==> src/rtl/memory_if.sv <==
// Handshake bundle between a requester and the single-port memory.
// clk/rst ride along so checkers and masters can sample from one handle.
interface mem_intrf #(
    parameter int WIDTH      = 16,
    parameter int ADDR_WIDTH = 5
) (
    input logic clk,
    input logic rst
);
    logic                  wr_rd;
    logic [ADDR_WIDTH-1:0] addr;
    logic [WIDTH-1:0]      wdata;
    logic                  valid;
    logic                  ready;
    logic [WIDTH-1:0]      rdata;

    modport design_mp (
        input  clk, rst, wr_rd, addr, wdata, valid,
        output rdata, ready
    );

    modport master_mp (
        input  clk, rst, rdata, ready,
        output wr_rd, addr, wdata, valid
    );
endinterface

==> src/rtl/memory.sv <==
// Single-port RAM, one read or write per valid&ready edge; read data registered (1 cycle).
// No wait states: ready is low only for reset cycles and the edge after, then held high.
module memory #(
    parameter int WIDTH      = 16,
    parameter int DEPTH      = 32,
    parameter int ADDR_WIDTH = 5
) (
    input logic        clk,
    input logic        rst,
    mem_intrf.design_mp bus
);
    typedef enum logic {
        ST_RESET = 1'b0,
        ST_RUN   = 1'b1
    } state_t;

    state_t           state_q;
    state_t           state_d;
    logic [WIDTH-1:0] mem [DEPTH];
    logic [WIDTH-1:0] rdata_q;
    logic             accept;

    always_ff @(posedge clk) begin
        if (rst) begin
            state_q <= ST_RESET;
        end else begin
            state_q <= state_d;
        end
    end

    // ready comes straight from the state register, so it is glitch-free and
    // stays low for exactly one edge after reset releases.
    always_comb begin
        state_d = state_q;
        case (state_q)
            ST_RESET: state_d = ST_RUN;
            ST_RUN:   state_d = ST_RUN;
            default:  state_d = ST_RESET;
        endcase
    end

    assign bus.ready = (state_q == ST_RUN);
    assign accept    = bus.valid && bus.ready;

    // Reset clears the array too, so contents read as zero after any reset.
    always_ff @(posedge clk) begin
        if (rst) begin
            for (int i = 0; i < DEPTH; i++) begin
                mem[i] <= '0;
            end
            rdata_q <= '0;
        end else if (accept) begin
            if (bus.wr_rd) begin
                mem[bus.addr] <= bus.wdata;
            end else begin
                rdata_q <= mem[bus.addr];
            end
        end
    end

    assign bus.rdata = rdata_q;

    mem_assert #(
        .WIDTH     (WIDTH),
        .DEPTH     (DEPTH),
        .ADDR_WIDTH(ADDR_WIDTH)
    ) u_mem_assert (
        .clk  (clk),
        .rst  (rst),
        .wr_rd(bus.wr_rd),
        .addr (bus.addr),
        .wdata(bus.wdata),
        .valid(bus.valid),
        .ready(bus.ready),
        .rdata(bus.rdata)
    );
endmodule

// Protocol checker: watches the handshake and keeps its own shadow copy of the
// array to confirm each accepted read returns the last data written there.
module mem_assert #(
    parameter int WIDTH      = 16,
    parameter int DEPTH      = 32,
    parameter int ADDR_WIDTH = 5
) (
    input logic                  clk,
    input logic                  rst,
    input logic                  wr_rd,
    input logic [ADDR_WIDTH-1:0] addr,
    input logic [WIDTH-1:0]      wdata,
    input logic                  valid,
    input logic                  ready,
    input logic [WIDTH-1:0]      rdata
);
    logic [WIDTH-1:0] shadow [DEPTH];
    logic [WIDTH-1:0] exp_q;
    logic             exp_vld;
    logic             rst_seen;

    always_ff @(posedge clk) begin
        rst_seen <= rst_seen | rst;
        if (rst) begin
            for (int i = 0; i < DEPTH; i++) begin
                shadow[i] <= '0;
            end
            exp_vld <= 1'b0;
            exp_q   <= '0;
        end else begin
            exp_vld <= valid && ready && !wr_rd;
            exp_q   <= shadow[addr];
            if (valid && ready && wr_rd) begin
                shadow[addr] <= wdata;
            end
        end
    end

    a_req_known: assert property (@(posedge clk) (!rst && valid) |-> !$isunknown({wr_rd, addr}));
    a_wdata_known: assert property (@(posedge clk) (valid && wr_rd) |-> !$isunknown(wdata));
    a_reset_out: assert property (@(posedge clk) rst |=> (rdata == '0 && !ready));
    a_ready_known: assert property (@(posedge clk) rst_seen |-> !$isunknown(ready));
    a_read_data: assert property (@(posedge clk) exp_vld |-> (rdata == exp_q));
endmodule

==> src/flat_wrapper.sv <==
// flat-port wrapper written by rule: the top's interface ports become plain ports
module memory_flat 
#(
    parameter int WIDTH      = 16,
    parameter int DEPTH      = 32,
    parameter int ADDR_WIDTH = 5
)
  (clk, rst, bus_wr_rd, bus_addr, bus_wdata, bus_valid, bus_rdata, bus_ready);
  mem_intrf #(.WIDTH(WIDTH), .ADDR_WIDTH(ADDR_WIDTH)) bus_i (.clk(clk), .rst(rst));
  input logic clk;
  input logic rst;
  input wire logic [$bits(bus_i.wr_rd)-1:0] bus_wr_rd;
  input wire logic [$bits(bus_i.addr)-1:0] bus_addr;
  input wire logic [$bits(bus_i.wdata)-1:0] bus_wdata;
  input wire logic [$bits(bus_i.valid)-1:0] bus_valid;
  output wire logic [$bits(bus_i.rdata)-1:0] bus_rdata;
  output wire logic [$bits(bus_i.ready)-1:0] bus_ready;
  assign bus_i.wr_rd = bus_wr_rd;
  assign bus_i.addr = bus_addr;
  assign bus_i.wdata = bus_wdata;
  assign bus_i.valid = bus_valid;
  assign bus_rdata = bus_i.rdata;
  assign bus_ready = bus_i.ready;
  memory #(.WIDTH(WIDTH), .DEPTH(DEPTH), .ADDR_WIDTH(ADDR_WIDTH)) u_core (.clk(clk), .rst(rst), .bus(bus_i));
endmodule
==> config.mk <==
export PLATFORM = sky130hd
export DESIGN_NAME = memory_flat
export DESIGN_NICKNAME = d
export VERILOG_FILES = /design/src/rtl/memory_if.sv /design/src/rtl/memory.sv /design/src/flat_wrapper.sv
export SDC_FILE = /design/constraint.sdc
export NUM_CORES = 1
export LEC_CHECK = 0
export CORE_ASPECT_RATIO = 1.1
export CORE_MARGIN = 10
export CORE_UTILIZATION = 60
export CTS_CLUSTER_SIZE = 10
export DETAILED_ROUTE_END_ITERATION = 16
export PLACE_DENSITY = 0.88
export SYNTH_ARGS = -nofsm -noshare
export SYNTH_HDL_FRONTEND = slang
export SYNTH_SLANG_ARGS = --single-unit
==> constraint.sdc <==
create_clock -name clk -period 3.8 [get_ports clk]
set_input_delay 0.38 -clock clk [delete_from_list [all_inputs] [get_ports clk]]
set_output_delay 0.38 -clock clk [all_outputs]
set_load 0.01 [all_outputs]
==> impl_metrics.toml <==
[status]
status = "complete, no violations"

[critical_path]
critPathLaunchType = "input port"
crit_path_max_incr_delay_ns = 0.87
critical_path_class = "input port to flop"
reg2reg_depth = 5
required_ns = 4.25
end_kind = "flop"
path_cells = "clkdlybuf4s50_1 > buf_4 > and2_1 > nand3b_1 > o22ai_1 > nor4_1 > a31oi_1"
slowest_stage = "clkdlybuf4s50_1"
path_max_fanout = 16
critPathArrivalTime_ns = 3.20

[logic_synthesis]
synth_edf_count = 512
ys_seq_area_share_pct = 64.3
yosys-top-cells-area = "edfxtp_1, and2_1, mux2i_1"
yosysTopAreaCellShare_pct = 62.9
synth_area_per_cell_um2 = 14.3
synth_most_common_cell = "and2_1"
synth_seq_cells = 529
synth_area_mm2 = 0.0244
yosys_warnings = 0
synth_ff_type = "edfxtp_1"
syn-num-nets = 1740
synth_top_area_cell = "edfxtp_1"
synth-async-reset-ratio_pct = 0
syn_inst = 1715
synth_cell_types = 52
synth_common_cells = "and2_1, edfxtp_1, mux2i_1, clkbuf_1, o22ai_1"

[clock_network]
clk_pin_slew_ns = 0.06
clk_latency_ns = 0.59
clock_path_buffers = 3
cts_tree = "built"
cts_buffers = 58
post_cts_resized = 0
clock-sinks = 529
cts_setup_buffers = 0
htreeDepth = 2
root_buffer = "clkbuf_16"
cts_hold_buf = 0

[timing]
grt_setup_unrepaired = "false"
worst_pin_slew_ns = 0.948
finalWorstSetupSlack_ns = 1.04
tns_ns = 0
final-max-slew-violation-count = 0
setup_viol = 0
min_period_ns = 2.76
period_share_pct = 72.5
finalClockSkew_ns = 0.0209
slew_headroom_pct = 36.8
max_freq_mhz = 363
finalHoldViolCount = 0

[place]
place_area_mm2 = 0.0253
place_ws_ns = 0.558
port_buffers = 41
dp.cells = 2198
gp_congestion = 0.955
hpwl_um = 41000

[floorplanning]
initial_core_util_pct = 60.7
fp.dieW_um = 212
die_h_um = 232
die_area_mm2 = 0.0492
io-pin-count = 42
core_area_mm2 = 0.0403
rows = 77

[detailed_routing]
wire_per_inst_um = 28.5
drcViolationCount = 0
routed_via_density = 6.49
drtPass1Iterations = 7
num_vias = 14900
wl_um = 65300
drt_iter0_drc = 2004
ant_nets = 0

[final_layout]
fin_cells = 2295
filler_cell_count = 2650
final_net_count = 1770
syn_to_final_growth_pct = 10.2
drive_gt1_share_pct = 13.2
final_cell_area_mm2 = 0.0269
antennaDiodeCount = 0

[worst_hold_path]
holdPathStages = 2
hp-class = "flop to flop"

[power]
leakagePower_nw = 10.2
power_mw = 12.4
peakVddDrop_mv = 0.330
powerDensity_mw_per_mm2 = 461

[job]
maxCapViolCount = 0

[global_route]
track_usage_pct = 26.4
grt_pass1_vias = 14800
overflow = 0
grt_max_degree = 77
antenna_found_initial = 1
grt_pass1_wl_um = 95800
[stage by stage]
stage	utilization (%)	hold slack [ns]
after global routing	66.9	0.604
final	66.9	0.597
after detailed placement	62.8	0.584
after floorplan	-	0.556
after CTS	66.9	0.588
after global placement	62.8	0.569
[layout by cell type, fill, tap and decap left out, types with 8 or more instances in the layout]
cell type          n
clkdlybuf4s50_1   38
dfxtp_1           17
buf_4             79
o21ai_0           34
nor2_4             8
and2_1           513
nor4_1            12
or2_2              8
o21ai_1           35
mux2i_1          166
a31oi_1           18
clkbuf_16         61
nor2_1            24
clkbuf_1          36
o22ai_1           63
a22o_1             8
edfxtp_1         512
nor2_2            16
mux4_2            45
a21oi_1            9
[power breakdown]
| part | switching (mW) | internal, mW | leakage [nW] |
|---|---|---|---|
| registers | 0.0583 | 6.53 | 5.64 |
| clock network | 2.11 | 2.93 | 0.794 |
| logic | 0.543 | 0.255 | 3.77 |
| total | 2.71 | 9.71 | 10.2 |
[layer usage]
layer	GRT usage [%]	wire (um)	up-vias
li1	-	-	6321
met5	0	0	-
met2	42.6	31700	927
met4	11.9	2970	0
met1	34.5	23600	7478
met3	4.85	7000	177
[registers in the layout, summed over array words and instances, names as in the netlist]
signal and flops:
u_core.mem 512, u_core.bus.ready 1, u_core.bus.rdata 16
[worst max-delay path: cells and delay by family]
kind / cells / cell delay, ns
compound gates: 2 / 0.31
buf+inv: 2 / 1.27
simple gates: 3 / 1.23
[final timing paths]
check,startpoint,endpoint,slack [ns]
min reg2reg,u_core.bus.rdata[0]$_SDFFE_PP0P_,u_core.bus.rdata[0]$_SDFFE_PP0P_,0.60
max,bus_addr[3],u_core.bus.rdata[0]$_SDFFE_PP0P_,1.04
min,u_core.bus.rdata[0]$_SDFFE_PP0P_,u_core.bus.rdata[0]$_SDFFE_PP0P_,0.60
max reg2reg,u_core.bus.ready$_DFF_P_,u_core.bus.rdata[2]$_SDFFE_PP0P_,1.33
[kinds of logic (layout without fill, tap and decap cells)]
kind of cell | after synthesis | in the layout | share of synthesized area [%]
buf+inv | 152 | 219 | 3.43
flops | 529 | 529 | 64.3
compound gates | 182 | 182 | 4.44
simple gates | 641 | 641 | 16.9
mux | 211 | 211 | 10.9
[layout make-up]
type | count | area (um^2) | share of cell area (%)
sequential | 529 | 15700 | 58.3
multi-input combinational | 1034 | 7900 | 29.3
clock buffer | 97 | 1660 | 6.17
timing repair buffer | 120 | 1010 | 3.76
tap | 513 | 642 | 2.38
inverter | 2 | 7.51 | 0.0279
(Power assumes the default switching activity.)
